### config.mk
export PLATFORM = sky130hd
export DESIGN_NAME = if_fetch_unit
export DESIGN_NICKNAME = d
export VERILOG_FILES = /design/src/rtl/if_fetch_unit.sv
export SDC_FILE = /design/constraint.sdc
export NUM_CORES = 1
export LEC_CHECK = 0
export BUFFER_PORTS_ARGS = -buffer_cell sky130_fd_sc_hd__buf_2
export CAP_MARGIN = 20
export CORE_UTILIZATION = 50
export DETAILED_ROUTE_END_ITERATION = 8
export GPL_TIMING_DRIVEN = 0
export PLACE_DENSITY_LB_ADDON = 0.25
export SLEW_MARGIN = 0
export SYNTH_ARGS = -nofsm -noshare
export SYNTH_HDL_FRONTEND = slang
export SYNTH_SLANG_ARGS = --single-unit
### constraint.sdc
create_clock -name clk -period 2.3 [get_ports clk]
set_input_delay 0.46 -clock clk [delete_from_list [all_inputs] [get_ports clk]]
set_output_delay 0.46 -clock clk [all_outputs]
set_load 0.02 [all_outputs]
### src/rtl/if_fetch_unit.sv
// Instruction-fetch stage: owns the PC, issues one outstanding imem request at a time,
// and buffers each fetched word (plus one pending word) for the IF/ID register.
module if_fetch_unit #(
  parameter logic [31:0] RESET_PC = 32'h0040_0000
) (
  input  logic        clk,
  input  logic        reset,
  input  logic        IF_ID_Wr,
  input  logic        redirect_en,
  input  logic [31:0] redirect_pc,
  output logic        imem_req,
  output logic [31:0] imem_addr,
  input  logic        imem_ack,
  input  logic [31:0] imem_rdata,
  output logic        inst_valid,
  output logic [31:0] Instruction,
  output logic [31:0] PC_out,
  output logic [31:0] PC_plus4
);

  // state   | meaning
  // IDLE    | no request; fetch starts next cycle
  // FETCH   | request to imem_addr outstanding
  // STALL   | buffer and pending entry full, no request
  // DISCARD | stale request outstanding after redirect; its data is dropped
  typedef enum logic [1:0] {S_IDLE, S_FETCH, S_STALL, S_DISCARD} state_t;

  state_t      state_q, state_d;
  logic [31:0] pc_q, pc_d;
  logic [31:0] addr_q, addr_d;
  logic        valid_q, valid_d;
  logic [31:0] inst_q, inst_d;
  logic [31:0] pcout_q, pcout_d;
  logic [31:0] pcp4_q, pcp4_d;
  logic [31:0] pend_inst_q, pend_inst_d;
  logic [31:0] pend_pc_q, pend_pc_d;
  logic        drain;
  logic        launch;

  assign drain = !valid_q || IF_ID_Wr;

  always_ff @(posedge clk) begin
    if (reset) begin
      state_q     <= S_IDLE;
      pc_q        <= RESET_PC;
      addr_q      <= RESET_PC;
      valid_q     <= 1'b0;
      inst_q      <= '0;
      pcout_q     <= '0;
      pcp4_q      <= '0;
      pend_inst_q <= '0;
      pend_pc_q   <= '0;
    end else begin
      state_q     <= state_d;
      pc_q        <= pc_d;
      addr_q      <= addr_d;
      valid_q     <= valid_d;
      inst_q      <= inst_d;
      pcout_q     <= pcout_d;
      pcp4_q      <= pcp4_d;
      pend_inst_q <= pend_inst_d;
      pend_pc_q   <= pend_pc_d;
    end
  end

  always_comb begin
    state_d = state_q;
    unique case (state_q)
      S_IDLE:    state_d = S_FETCH;
      S_FETCH: begin
        if (redirect_en)         state_d = imem_ack ? S_FETCH : S_DISCARD;
        else if (imem_ack && !drain) state_d = S_STALL;
      end
      S_STALL:   if (redirect_en || IF_ID_Wr) state_d = S_FETCH;
      S_DISCARD: if (imem_ack) state_d = S_FETCH;
      default:   state_d = S_IDLE;
    endcase
  end

  always_comb begin
    pc_d        = pc_q;
    addr_d      = addr_q;
    valid_d     = valid_q;
    inst_d      = inst_q;
    pcout_d     = pcout_q;
    pcp4_d      = pcp4_q;
    pend_inst_d = pend_inst_q;
    pend_pc_d   = pend_pc_q;
    launch      = 1'b0;

    if (valid_q && IF_ID_Wr) valid_d = 1'b0;

    unique case (state_q)
      S_IDLE: launch = 1'b1;
      S_FETCH: begin
        if (imem_ack) begin
          launch = 1'b1;
          pc_d   = pc_q + 32'd4;
          if (drain) begin
            valid_d = 1'b1;
            inst_d  = imem_rdata;
            pcout_d = pc_q;
            pcp4_d  = pc_q + 32'd4;
          end else begin
            launch      = 1'b0;
            pend_inst_d = imem_rdata;
            pend_pc_d   = pc_q;
          end
        end
      end
      S_STALL: begin
        if (IF_ID_Wr) begin
          launch  = 1'b1;
          valid_d = 1'b1;
          inst_d  = pend_inst_q;
          pcout_d = pend_pc_q;
          pcp4_d  = pend_pc_q + 32'd4;
        end
      end
      S_DISCARD: launch = imem_ack;
      default: launch = 1'b0;
    endcase

    // Redirect wins: buffer load and pending capture above are overridden.
    if (redirect_en) begin
      pc_d        = redirect_pc & 32'hFFFF_FFFC;
      valid_d     = 1'b0;
      inst_d      = inst_q;
      pcout_d     = pcout_q;
      pcp4_d      = pcp4_q;
      pend_inst_d = '0;
      pend_pc_d   = '0;
      launch      = (state_q != S_FETCH && state_q != S_DISCARD) || imem_ack;
    end

    if (launch) addr_d = pc_d;
  end

  always_comb begin
    imem_req    = (state_q == S_FETCH) || (state_q == S_DISCARD);
    imem_addr   = addr_q;
    inst_valid  = valid_q;
    Instruction = inst_q;
    PC_out      = pcout_q;
    PC_plus4    = pcp4_q;
  end

endmodule

==> results.rst <==
.. list-table::
   :header-rows: 1

   * - Metric
     - Value
   * - Outcome
     - complete, no violations
   * - Asr flop ratio synth
     - 0%
   * - Layout Cells excl Fill
     - 1824
   * - Residual overflow from global routing
     - 0
   * - Leakage power
     - 0.00504 uW
   * - Endpoint type of the worst setup path
     - flip-flop
   * - R2r endpoint
     - PC_plus4[20]
   * - Clock input transition at the sequential cells of the worst setup and hold paths
     - 0.06 ns
   * - Power per cell area
     - 775 nW/um2
   * - R2r worst-path depth
     - 8
   * - Detailed-routing iteration count for the pre-antenna-repair pass
     - 5
   * - Number of cells in the design after placement
     - 1775
   * - Maximum number of pins on one net before global-route repair
     - 14
   * - Insertion delay to the later sink of the worst-skew pair
     - 0.52 ns
   * - Global-route wire length before repair
     - 53200 um
   * - Dominant cell type by area after synthesis
     - sky130_fd_sc_hd__dfxtp_1
   * - Cells taking the most area after synthesis
     - sky130_fd_sc_hd__dfxtp_1 (41%), sky130_fd_sc_hd__mux2i_1 (7.0%), sky130_fd_sc_hd__nand2_1 (6.7%)
   * - Maximum capacitance violations
     - 0
   * - Slack of the worst reg-to-reg path
     - 0.07 ns
   * - Most common library cell in the layout ignoring fill and taps
     - sky130_fd_sc_hd__dfxtp_1
   * - Net count of the finished layout
     - 1607
   * - Number of buffers added by the clock tree synthesis step
     - 24
   * - Post-synthesis to final-layout area growth
     - 22.0%
   * - Initial standard-cell utilization of the core
     - 51.5%
   * - Final number of setup-violating endpoints
     - 0
   * - CTS root buffer
     - sky130_fd_sc_hd__clkbuf_16
   * - Clock tree from TritonCTS
     - done
   * - Maximum count of clock buffers along a single path
     - 3
   * - Synthesis warning total
     - 0
   * - Placer's final routability congestion estimate
     - 0.938
   * - Clk_skew
     - 0.00675 ns
   * - Tightest Hold Check Type
     - input pin to flip-flop
   * - Portion of the post-synthesis area used by sequential elements
     - 41.2%
   * - Reg-to-reg startpoint
     - pc_q[13]
   * - Antenna Cells
     - 0
   * - Count of standard-cell rows
     - 53
   * - Data arrival at the endpoint of the critical path
     - 2.64 ns
   * - DRT iter0 DRCs
     - 954
   * - Clock net sink count
     - 225
   * - Mean area per synthesized cell
     - 8.38 um2
   * - Number of hold violations in the final report
     - 0
   * - Most frequent cells in the layout
     - sky130_fd_sc_hd__dfxtp_1 (220), sky130_fd_sc_hd__buf_2 (212), sky130_fd_sc_hd__nand2_1 (193)
   * - Req. time, crit path
     - 2.71 ns
   * - Die X
     - 150 um
   * - Min Clock Period, post-route
     - 2.23 ns
   * - Kind of start point of the critical path
     - flip-flop
   * - Synth Net Count
     - 1381
   * - Summed instance area of the synthesized netlist
     - 10900 um2
   * - Max Slew Vio Count
     - 0
   * - Filler Cell Count
     - 1890
   * - Via density per instance
     - 5.86
   * - Number of antenna violations at the first check in global routing
     - 0
   * - Average wire per cell in the routed design
     - 19.3 um
   * - Accumulated negative setup slack
     - 0 ns
   * - Ratio of cells with drive above 1 in the final layout
     - 24.0%
   * - Antenna-violating nets left
     - 0
   * - CP Launch Point
     - pc_q[13]
   * - Tot Pwr
     - 10300 uW
   * - Max IR drop VDD
     - 0.515 mV
   * - Largest fanout of any net on the critical path
     - 10
   * - Routed via count
     - 10687
   * - Transition time at the pin with the least slew margin
     - 0.774 ns
   * - Post-detail-place hpwl
     - 25900 um
   * - Commonest register cell after synthesis
     - sky130_fd_sc_hd__dfxtp_1
   * - H-Tree Depth
     - 1
   * - Register bit total from synthesis
     - 225
   * - Io pins
     - 199
   * - DRC Markers
     - 0
   * - WS Path Type
     - flip-flop to flip-flop
   * - Aggregate global-route resource usage
     - 30.5%
   * - Number of enable flip-flop cells after synthesis
     - 0
   * - Area of the core
     - 21200 um2
   * - Fraction of the cycle the final worst path needs
     - 96.9%
   * - Count of input and output buffers
     - 194
   * - Capture point of the critical path
     - PC_plus4[20]
   * - Number of different library cells in the post-synthesis netlist
     - 65
   * - Worst relative slew slack
     - 48.4%
   * - Worst min-delay path startpoint
     - imem_rdata[2]
   * - Area share of the leading cell type in the synthesized netlist
     - 41.2%
   * - Post-synthesis instance total
     - 1306
   * - Maximum achievable frequency
     - 449 MHz
   * - Sum of routed wire length over all layers
     - 35300 um
   * - Die area
     - 22500 um2
   * - Height of the die
     - 150 um
   * - WHS
     - 0.187 ns
   * - Vias in the first global route
     - 9695
## metrics by stage
step | cell area [um2] | setup slack [ns] | utilization, %
global placement | 12300 | -0.785 | 57.7
CTS | 13200 | 0.000646 | 62.1
global route | 13300 | -0.00374 | 62.9
detailed placement | 12300 | -0.810 | 57.7
finish | 13300 | 0.0717 | 62.9
floorplan | 10900 | 0.00700 | -
## synthesized netlist by cell type (all sizes together), types with 20 or more instances
library cell and count:
dfxtp 225, nand2 194, nor2 102, clkbuf 98, a21oi 95, mux2i 77
a211oi 67, nand3 56, nor3 43, nor4 38, buf 30, o31a 27
xnor2 23, o21ai 22, nand4 20
## registers in the layout, indices dropped and copies added (netlist names)
name         flops
pc_q            32
Instruction     32
pend_pc_q       32
imem_addr       32
state_q          2
pend_inst_q     32
inst_valid       1
PC_plus4        30
PC_out          32
## worst max-delay path, cell delays in order (launching register included)
cell and delay (ns):
sky130_fd_sc_hd__dfxtp_1 0.30, sky130_fd_sc_hd__buf_2 0.22, sky130_fd_sc_hd__nand4_1 0.16, sky130_fd_sc_hd__buf_4 0.18, sky130_fd_sc_hd__or3_4 0.33, sky130_fd_sc_hd__buf_6 0.15
sky130_fd_sc_hd__o31a_1 0.23, sky130_fd_sc_hd__or3_1 0.35, sky130_fd_sc_hd__a32o_1 0.20
## how the worst min path moves through the flow
stage,endpoint,slack (ns),depth (start not counted)
2_1_floorplan,pend_inst_q[0],0.44,2
3_3_place_gp,imem_addr[7],0.44,2
3_5_place_dp,PC_plus4[4],0.44,2
4_1_cts,pend_inst_q[2],0.18,3
5_1_grt,pend_inst_q[30],0.19,3
6_report,pend_inst_q[2],0.19,3
## logic make-up (layout without fill, tap and decap cells)
family	after synthesis	after routing	synth area share, %
AO/OA/AOI/OAI	297	297	18.7
adder cells (fa/ha/maj)	6	6	0.686
buffers and inverters	142	385	6.34
multiplexers	77	77	7.05
XOR/XNOR	37	37	2.96
flip-flops	225	225	41.2
AND/OR/NAND/NOR	522	522	23.1
## timing repair
item / 4_1_cts / 5_1_grt
pin swaps: 1 / 2
hold buffers: 0 / 0
setup endpoints to repair: 184 / 177
buffers inserted: 3 / 10
resized for setup: 45 / 70
## area by class of cell
type                            instances  area [um2]  area share [%]
Buffer                                121         691            5.17
Inverter                               14        52.6           0.394
Timing Repair Buffer                  207        1070            8.00
Tap cell                              275         344            2.58
Multi-Input combinational cell        939        5870            43.9
Sequential cell                       225        4520            33.8
Clock buffer                           37         731            5.47
Clock inverter                          6        80.1           0.600
## metal layers
layer	global-route usage, %	vias up	part of all wire [%]
met5	0	-	0
met4	11.5	0	3.4
met3	5.00	77	8.9
met2	48.3	483	45
met1	41.5	4968	43
li1	-	5159	-
## power by group
part	switching [uW]	total, uW	leakage (uW)	internal (uW)
combinational	1290	2000	0.00280	706
clock	1590	3990	0.000402	2400
sequential	170	4350	0.00184	4180
total	3060	10300	0.00504	7280
Power figures use the tool's default switching activity.
